## src/rtl/binary_mul_pkg.sv

```systemverilog
// Shared definitions for the 7-bit signed pipelined multiplier and its consumers.
package binary_mul_pkg;

  // 7x7 signed multiplier configuration
  localparam int MUL7_P_W     = 13;
  localparam int MUL7_LATENCY = 8;

  typedef enum logic {
    ACCUM = 1'b0,
    HOLD  = 1'b1
  } acc_state_e;

  typedef struct packed {
    logic [63:0] sum;
    logic        ovf;
  } sat_res_t;

  // Signed add of two w-bit values carried in 64 bits. ovf flags a result
  // outside the w-bit signed range; sum is clamped to the rails when sat=1,
  // otherwise it is the raw sum (caller keeps the low w bits for a wrap).
  function automatic sat_res_t sat_add(input logic signed [63:0] a,
                                       input logic signed [63:0] b,
                                       input int                 w,
                                       input logic               sat = 1'b1);
    sat_res_t          r;
    logic signed [63:0] s, mx, mn;
    s     = a + b;
    mx    = (64'sd1 <<< (w - 1)) - 64'sd1;
    mn    = -mx - 64'sd1;
    r.ovf = (s > mx) || (s < mn);
    if (sat && (s > mx))      r.sum = mx;
    else if (sat && (s < mn)) r.sum = mn;
    else                      r.sum = s;
    return r;
  endfunction

endpackage

```

## src/rtl/binary_mul_vld_pipe.sv

```systemverilog
// Enable-gated, clearable valid delay line that tracks operands through a
// fixed-latency multiplier so the tail bit marks a real product.
module binary_mul_vld_pipe #(
  parameter int DEPTH = 8
) (
  input  logic clk,
  input  logic rst_n,
  input  logic i_en,
  input  logic i_clr,
  input  logic i_vld,
  output logic o_vld
);

  logic [DEPTH-1:0] r_vld_pipe;

  // shift in lockstep with the multiplier; clear drops everything in flight
  always_ff @(posedge clk or negedge rst_n) begin
    if (!rst_n)     r_vld_pipe <= '0;
    else if (i_clr) r_vld_pipe <= '0;
    else if (i_en)  r_vld_pipe <= (r_vld_pipe << 1) | DEPTH'(i_vld);
  end

  assign o_vld = r_vld_pipe[DEPTH-1];

endmodule

```

## src/rtl/binary_mul_7_1_acc.sv

```systemverilog
// Frame accumulator behind the 7-bit signed pipelined multiplier.
// Aligns issued operands with P, sums FRAME_LEN products per frame, presents
// the sum on valid/ready and freezes the multiplier under backpressure.
// Optional: BINARY_MUL_ACC_SAT_EN selects saturating accumulation (default wraps).
module binary_mul_7_1_acc
  import binary_mul_pkg::*;
#(
  parameter  int P_W       = MUL7_P_W,
  parameter  int ACC_W     = 20,
  parameter  int LATENCY   = MUL7_LATENCY,
  parameter  int FRAME_LEN = 8,
  localparam int CNT_W     = (FRAME_LEN > 1) ? $clog2(FRAME_LEN) : 1
) (
  input  logic             clk,
  input  logic             rst_n,
  input  logic             en,
  input  logic             issue_valid,
  input  logic             clr,
  input  logic [P_W-1:0]   P,
  output logic             mul_en,
  output logic [ACC_W-1:0] sum,
  output logic             sum_valid,
  input  logic             sum_ready,
  output logic             ovf,
  output logic [CNT_W-1:0] frame_cnt
);

`ifdef BINARY_MUL_ACC_SAT_EN
  localparam logic SAT_EN = 1'b1;
`else
  localparam logic SAT_EN = 1'b0;
`endif

  acc_state_e         r_state, w_state_nxt;
  logic [ACC_W-1:0]   r_acc;
  logic               r_sticky;
  logic               w_stall, w_vld_aligned, w_take, w_last, w_done;
  logic signed [63:0] w_base, w_p64;
  sat_res_t           w_add;
  logic [ACC_W-1:0]   w_acc_nxt;
  logic [63-ACC_W:0]  w_unused_hi;

  assign sum_valid = (r_state == HOLD);
  assign w_stall   = sum_valid & ~sum_ready;
  assign mul_en    = en & ~w_stall;

  binary_mul_vld_pipe #(.DEPTH(LATENCY)) u_vld_pipe (
    .clk   (clk),
    .rst_n (rst_n),
    .i_en  (mul_en),
    .i_clr (clr),
    .i_vld (issue_valid),
    .o_vld (w_vld_aligned)
  );

  // clr wins over accumulation, so a product on a clr edge is dropped
  assign w_take = mul_en & w_vld_aligned & ~clr;
  assign w_last = (frame_cnt == CNT_W'(FRAME_LEN - 1));
  assign w_done = w_take & w_last;

  // first product of a frame starts from zero instead of the stale acc
  assign w_p64  = {{(64-P_W){P[P_W-1]}}, P};
  assign w_base = (frame_cnt == '0) ? 64'sd0 : {{(64-ACC_W){r_acc[ACC_W-1]}}, r_acc};
  assign w_add  = sat_add(w_base, w_p64, ACC_W, SAT_EN);

  // low bits are either the clamped value or the two's-complement wrap
  assign w_acc_nxt   = w_add.sum[ACC_W-1:0];
  assign w_unused_hi = w_add.sum[63:ACC_W];

  // output state register
  always_ff @(posedge clk or negedge rst_n) begin
    if (!rst_n) r_state <= ACCUM;
    else        r_state <= w_state_nxt;
  end

  // HOLD until consumed; a frame finishing on the transfer edge stays in HOLD
  always_comb begin
    w_state_nxt = r_state;
    case (r_state)
      ACCUM:   if (w_done) w_state_nxt = HOLD;
      HOLD:    if (sum_ready && !w_done) w_state_nxt = ACCUM;
      default: w_state_nxt = ACCUM;
    endcase
  end

  // accumulator, frame counter and per-frame sticky overflow
  always_ff @(posedge clk or negedge rst_n) begin
    if (!rst_n) begin
      r_acc     <= '0;
      frame_cnt <= '0;
      r_sticky  <= 1'b0;
    end else if (clr) begin
      r_acc     <= '0;
      frame_cnt <= '0;
      r_sticky  <= 1'b0;
    end else if (w_take) begin
      r_acc <= w_acc_nxt;
      if (w_last) begin
        frame_cnt <= '0;
        r_sticky  <= 1'b0;
      end else begin
        frame_cnt <= frame_cnt + CNT_W'(1);
        r_sticky  <= r_sticky | w_add.ovf;
      end
    end
  end

  // result register, loaded on the edge of the frame's last product
  always_ff @(posedge clk or negedge rst_n) begin
    if (!rst_n) begin
      sum <= '0;
      ovf <= 1'b0;
    end else if (w_done) begin
      sum <= w_acc_nxt;
      ovf <= r_sticky | w_add.ovf;
    end
  end

endmodule

```

## config.mk

```make
export PLATFORM = sky130hd
export DESIGN_NAME = binary_mul_7_1_acc
export DESIGN_NICKNAME = d
export VERILOG_FILES = /design/src/rtl/binary_mul_pkg.sv /design/src/rtl/binary_mul_vld_pipe.sv /design/src/rtl/binary_mul_7_1_acc.sv
export SDC_FILE = /design/constraint.sdc
export NUM_CORES = 1
export LEC_CHECK = 0
export ABC_AREA = 1
export CAP_MARGIN = 20
export CORE_AREA = 4 4 94 118
export CTS_CLUSTER_DIAMETER = 80
export CTS_CLUSTER_SIZE = 10
export DETAILED_ROUTE_END_ITERATION = 8
export DIE_AREA = 0 0 98 122
export MAX_ROUTING_LAYER = met4
export PLACE_DENSITY_LB_ADDON = 0.25
export SYNTH_ARGS = -nofsm -noshare
export SYNTH_HDL_FRONTEND = slang
export SYNTH_HIERARCHICAL = 1
export SYNTH_SLANG_ARGS = --single-unit
```

## constraint.sdc

```tcl
create_clock -name clk -period 5.9 [get_ports clk]
set_input_delay 1.18 -clock clk [delete_from_list [all_inputs] [get_ports clk]]
set_output_delay 1.18 -clock clk [all_outputs]
set_load 0.02 [all_outputs]
```

==> results.json <==
{
  "outcome": "complete, no violations",
  "fp-row-count": 41,
  "diodes": 0,
  "root_buffer": "clkbuf_16",
  "initial_core_util": 0.394,
  "die_y_um": 122,
  "ir_drop_uv": 114,
  "path_class": "register to register",
  "hold_ws_ps": 469,
  "setup_ws_ps": 1480,
  "wire_per_inst_um": 13.5,
  "drtIter0Drc": 185,
  "cts_tree": "yes",
  "ant_nets": 0,
  "port_buffers": 44,
  "fp.dieW_um": 98,
  "cap_violations": 0,
  "muxShareOfSynthArea": 0,
  "dp_slack_ps": 1260,
  "holdBufCountCts": 0,
  "syn_avg_cell_area_um2": 7.65,
  "wl_um": 9300,
  "netlist_area_um2": 3940,
  "power_density_nw_per_um2": 169,
  "fp.dieArea_um2": 12000,
  "synth_compound_area_frac": 0.0858,
  "firstDrtPassIters": 4,
  "synth_fa_ha_area_frac": 0.149,
  "synth_nets": 572,
  "nets": 617,
  "grt_use_total": 0.169,
  "max_freq_ghz": 0.226,
  "vias": 3403,
  "synth_top_area_frac": 0.343,
  "leakage_nw": 2.33,
  "cts_buffers": 5,
  "yosys.area.top_type": "dfrtp_1",
  "ctsResizeCount": 0,
  "critPathCaptureType": "register",
  "coreArea_um2": 10000,
  "rsz0062_at_grt": "false",
  "yosysWarningCount": 6,
  "h-tree-depth": 2,
  "grt_pass1_wl_um": 16300,
  "relSlewSlack": 0.474,
  "place_congestion": 0.887,
  "antenna_found_initial": 0,
  "dp_hpwl_um": 7170,
  "worstSkewPairLatency_ps": 290,
  "syn_to_final_growth_pct": 18.7,
  "min_period_ps": 4420,
  "io_pins": 45,
  "fin_crit_sh": 0.750,
  "post_cts_buffers": 0,
  "cp.required_ps": 6090,
  "finalSetupViolations": 0,
  "yosys.area_share.simple": 0.311,
  "synth.distinct_cells": 38,
  "synth_area_leaders": "dfrtp_1, nand2_1, fa_1",
  "cp-start-kind": "register",
  "grt_pass1_vias": 3373,
  "fin_tns_setup_ps": 0,
  "grt_max_degree": 55,
  "synth_top_family_by_area": "simple AND/OR/NAND/NOR gates",
  "hold-path-cell-count": 2,
  "ys_ff_latch": 54,
  "maxSlewViolCount": 0,
  "yosys.area_share.xor_xnor": 0.0334,
  "hold_viol": 0,
  "path_clk_slew_ps": 70,
  "crit_fanout": 20,
  "worstMarginPinSlew_ps": 787,
  "ys_seq_area_frac": 0.343,
  "syn_inst": 515,
  "drc": 0,
  "arrival_ps": 4620,
  "grt.overflow.total": 0,
  "cts_buffer_depth": 2,
  "clock-sinks": 54,
  "vias_per_cell": 4.93,
  "min_path_type": "register to register",
  "finClkSkew_ps": 5.58,
  "layout-drive-gt1-share": 0.0695,
  "r2r_cells": 20
}
==> logic make-up (layout without fill, tap and decap cells) <==
logic type / count (synthesis) / count (layout)
and+or+nand+nor: 270 / 270
AOI/OAI and AO/OA: 62 / 62
buffers and inverters: 76 / 122
DFF: 54 / 54
adders and majority gates: 38 / 38
xor gates and xnor gates: 15 / 15
==> critical path, cell delays in order, from the launching register on <==
cell	delay (ps)
dfrtp_1	400
inv_1	110
ha_1	150
nand2_1	50
inv_1	520
nor2_1	300
buf_4	260
ha_1	390
inv_1	80
o21ai_0	500
a21oi_1	110
fa_1	500
inv_1	60
nor4_1	300
nand3_1	120
nor2_1	110
nand4_1	100
nand2_1	90
nand3_1	70
nand2_1	70
inv_1	30
==> per-layer routing <==
metal	GRT usage	wire [um]
met1	0.213	4300
met2	0.287	4510
met3	0.0178	302
met4	0.0545	189
met5	-	0
==> power by group <==
part           leakage, nW  internal (W)  switching (W)
Sequential           0.754      0.000371    0.000000420
Combinational         1.50     0.0000311      0.0000529
Clock               0.0771      0.000201       0.000132
==> synthesized netlist by cell type (all sizes together) <==
| library cell | count |
|---|---|
| o21bai | 1 |
| inv | 67 |
| clkbuf | 5 |
| xnor2 | 6 |
| nand4 | 8 |
| nor2 | 53 |
| a21o | 1 |
| buf | 4 |
| dfrtp | 54 |
| nor3 | 9 |
| nand2 | 159 |
| a21oi | 24 |
| or2 | 2 |
| fa | 15 |
| xor2 | 9 |
| a21boi | 2 |
| nand3 | 35 |
| ha | 23 |
| nor4 | 4 |
| a31oi | 3 |
| o21ai | 26 |
| o22ai | 5 |
==> path summary, 6_finish.rpt <==
kind                                          start                   to  slack [ps]
setup / recovery           frame_cnt[0]$_DFFE_PN0P_      ovf$_DFFE_PN0P_        1480
hold / removal                   sum[0]$_DFFE_PN0P_   sum[0]$_DFFE_PN0P_         470
setup reg to reg           frame_cnt[0]$_DFFE_PN0P_      ovf$_DFFE_PN0P_        1480
hold reg to reg                  sum[0]$_DFFE_PN0P_   sum[0]$_DFFE_PN0P_         470
max in group asynchronous                     rst_n  sum[19]$_DFFE_PN0P_        4440
min in group asynchronous                     rst_n   sum[5]$_DFFE_PN0P_        1010
==> registers in the layout, indices dropped and copies added (netlist names) <==
signal	cells
frame_cnt	3
r_acc	20
ovf	1
r_sticky	1
sum_valid	1
u_vld_pipe/r_vld_pipe	8
sum	20
==> cell usage in the layout (no fill, tap or decap), drive strengths merged <==
cell and count:
xnor2 6, xor2 9, nand3 35, buf 4, dfrtp 54, inv 67, nand4 8, nand2 159
o21ai 26, a21o 1, clkdlybuf4s50 43, fa 15, clkbuf 6, nor2 53, nor4 4, o21bai 1
or2 2, ha 23, bufinv 1, a21oi 24, a21boi 2, a31oi 3, o22ai 5, clkinvlp 1
nor3 9
==> per-stage QoR <==
step | cell area, um^2 | std cells | util | total power, W
after floorplan | 3940 | 515 | - | 0.000427
after global placement | 4500 | 681 | 0.450 | 0.000462
after detailed placement | 4500 | 681 | 0.450 | 0.000463
after CTS | 4660 | 689 | 0.466 | 0.000797
after global routing | 4670 | 690 | 0.467 | 0.000823
final | 4670 | 690 | 0.467 | 0.000788
==> layout make-up <==
class | instances | area, um^2
timing repair buffer | 47 | 458
multi-input combinational | 385 | 2280
inverter | 67 | 254
fill | 990 | 5330
clock buffer | 6 | 129
tap | 129 | 161
clock inverter | 2 | 37.5
sequential | 54 | 1350
No activity file was read; power rests on OpenSTA's default activity.
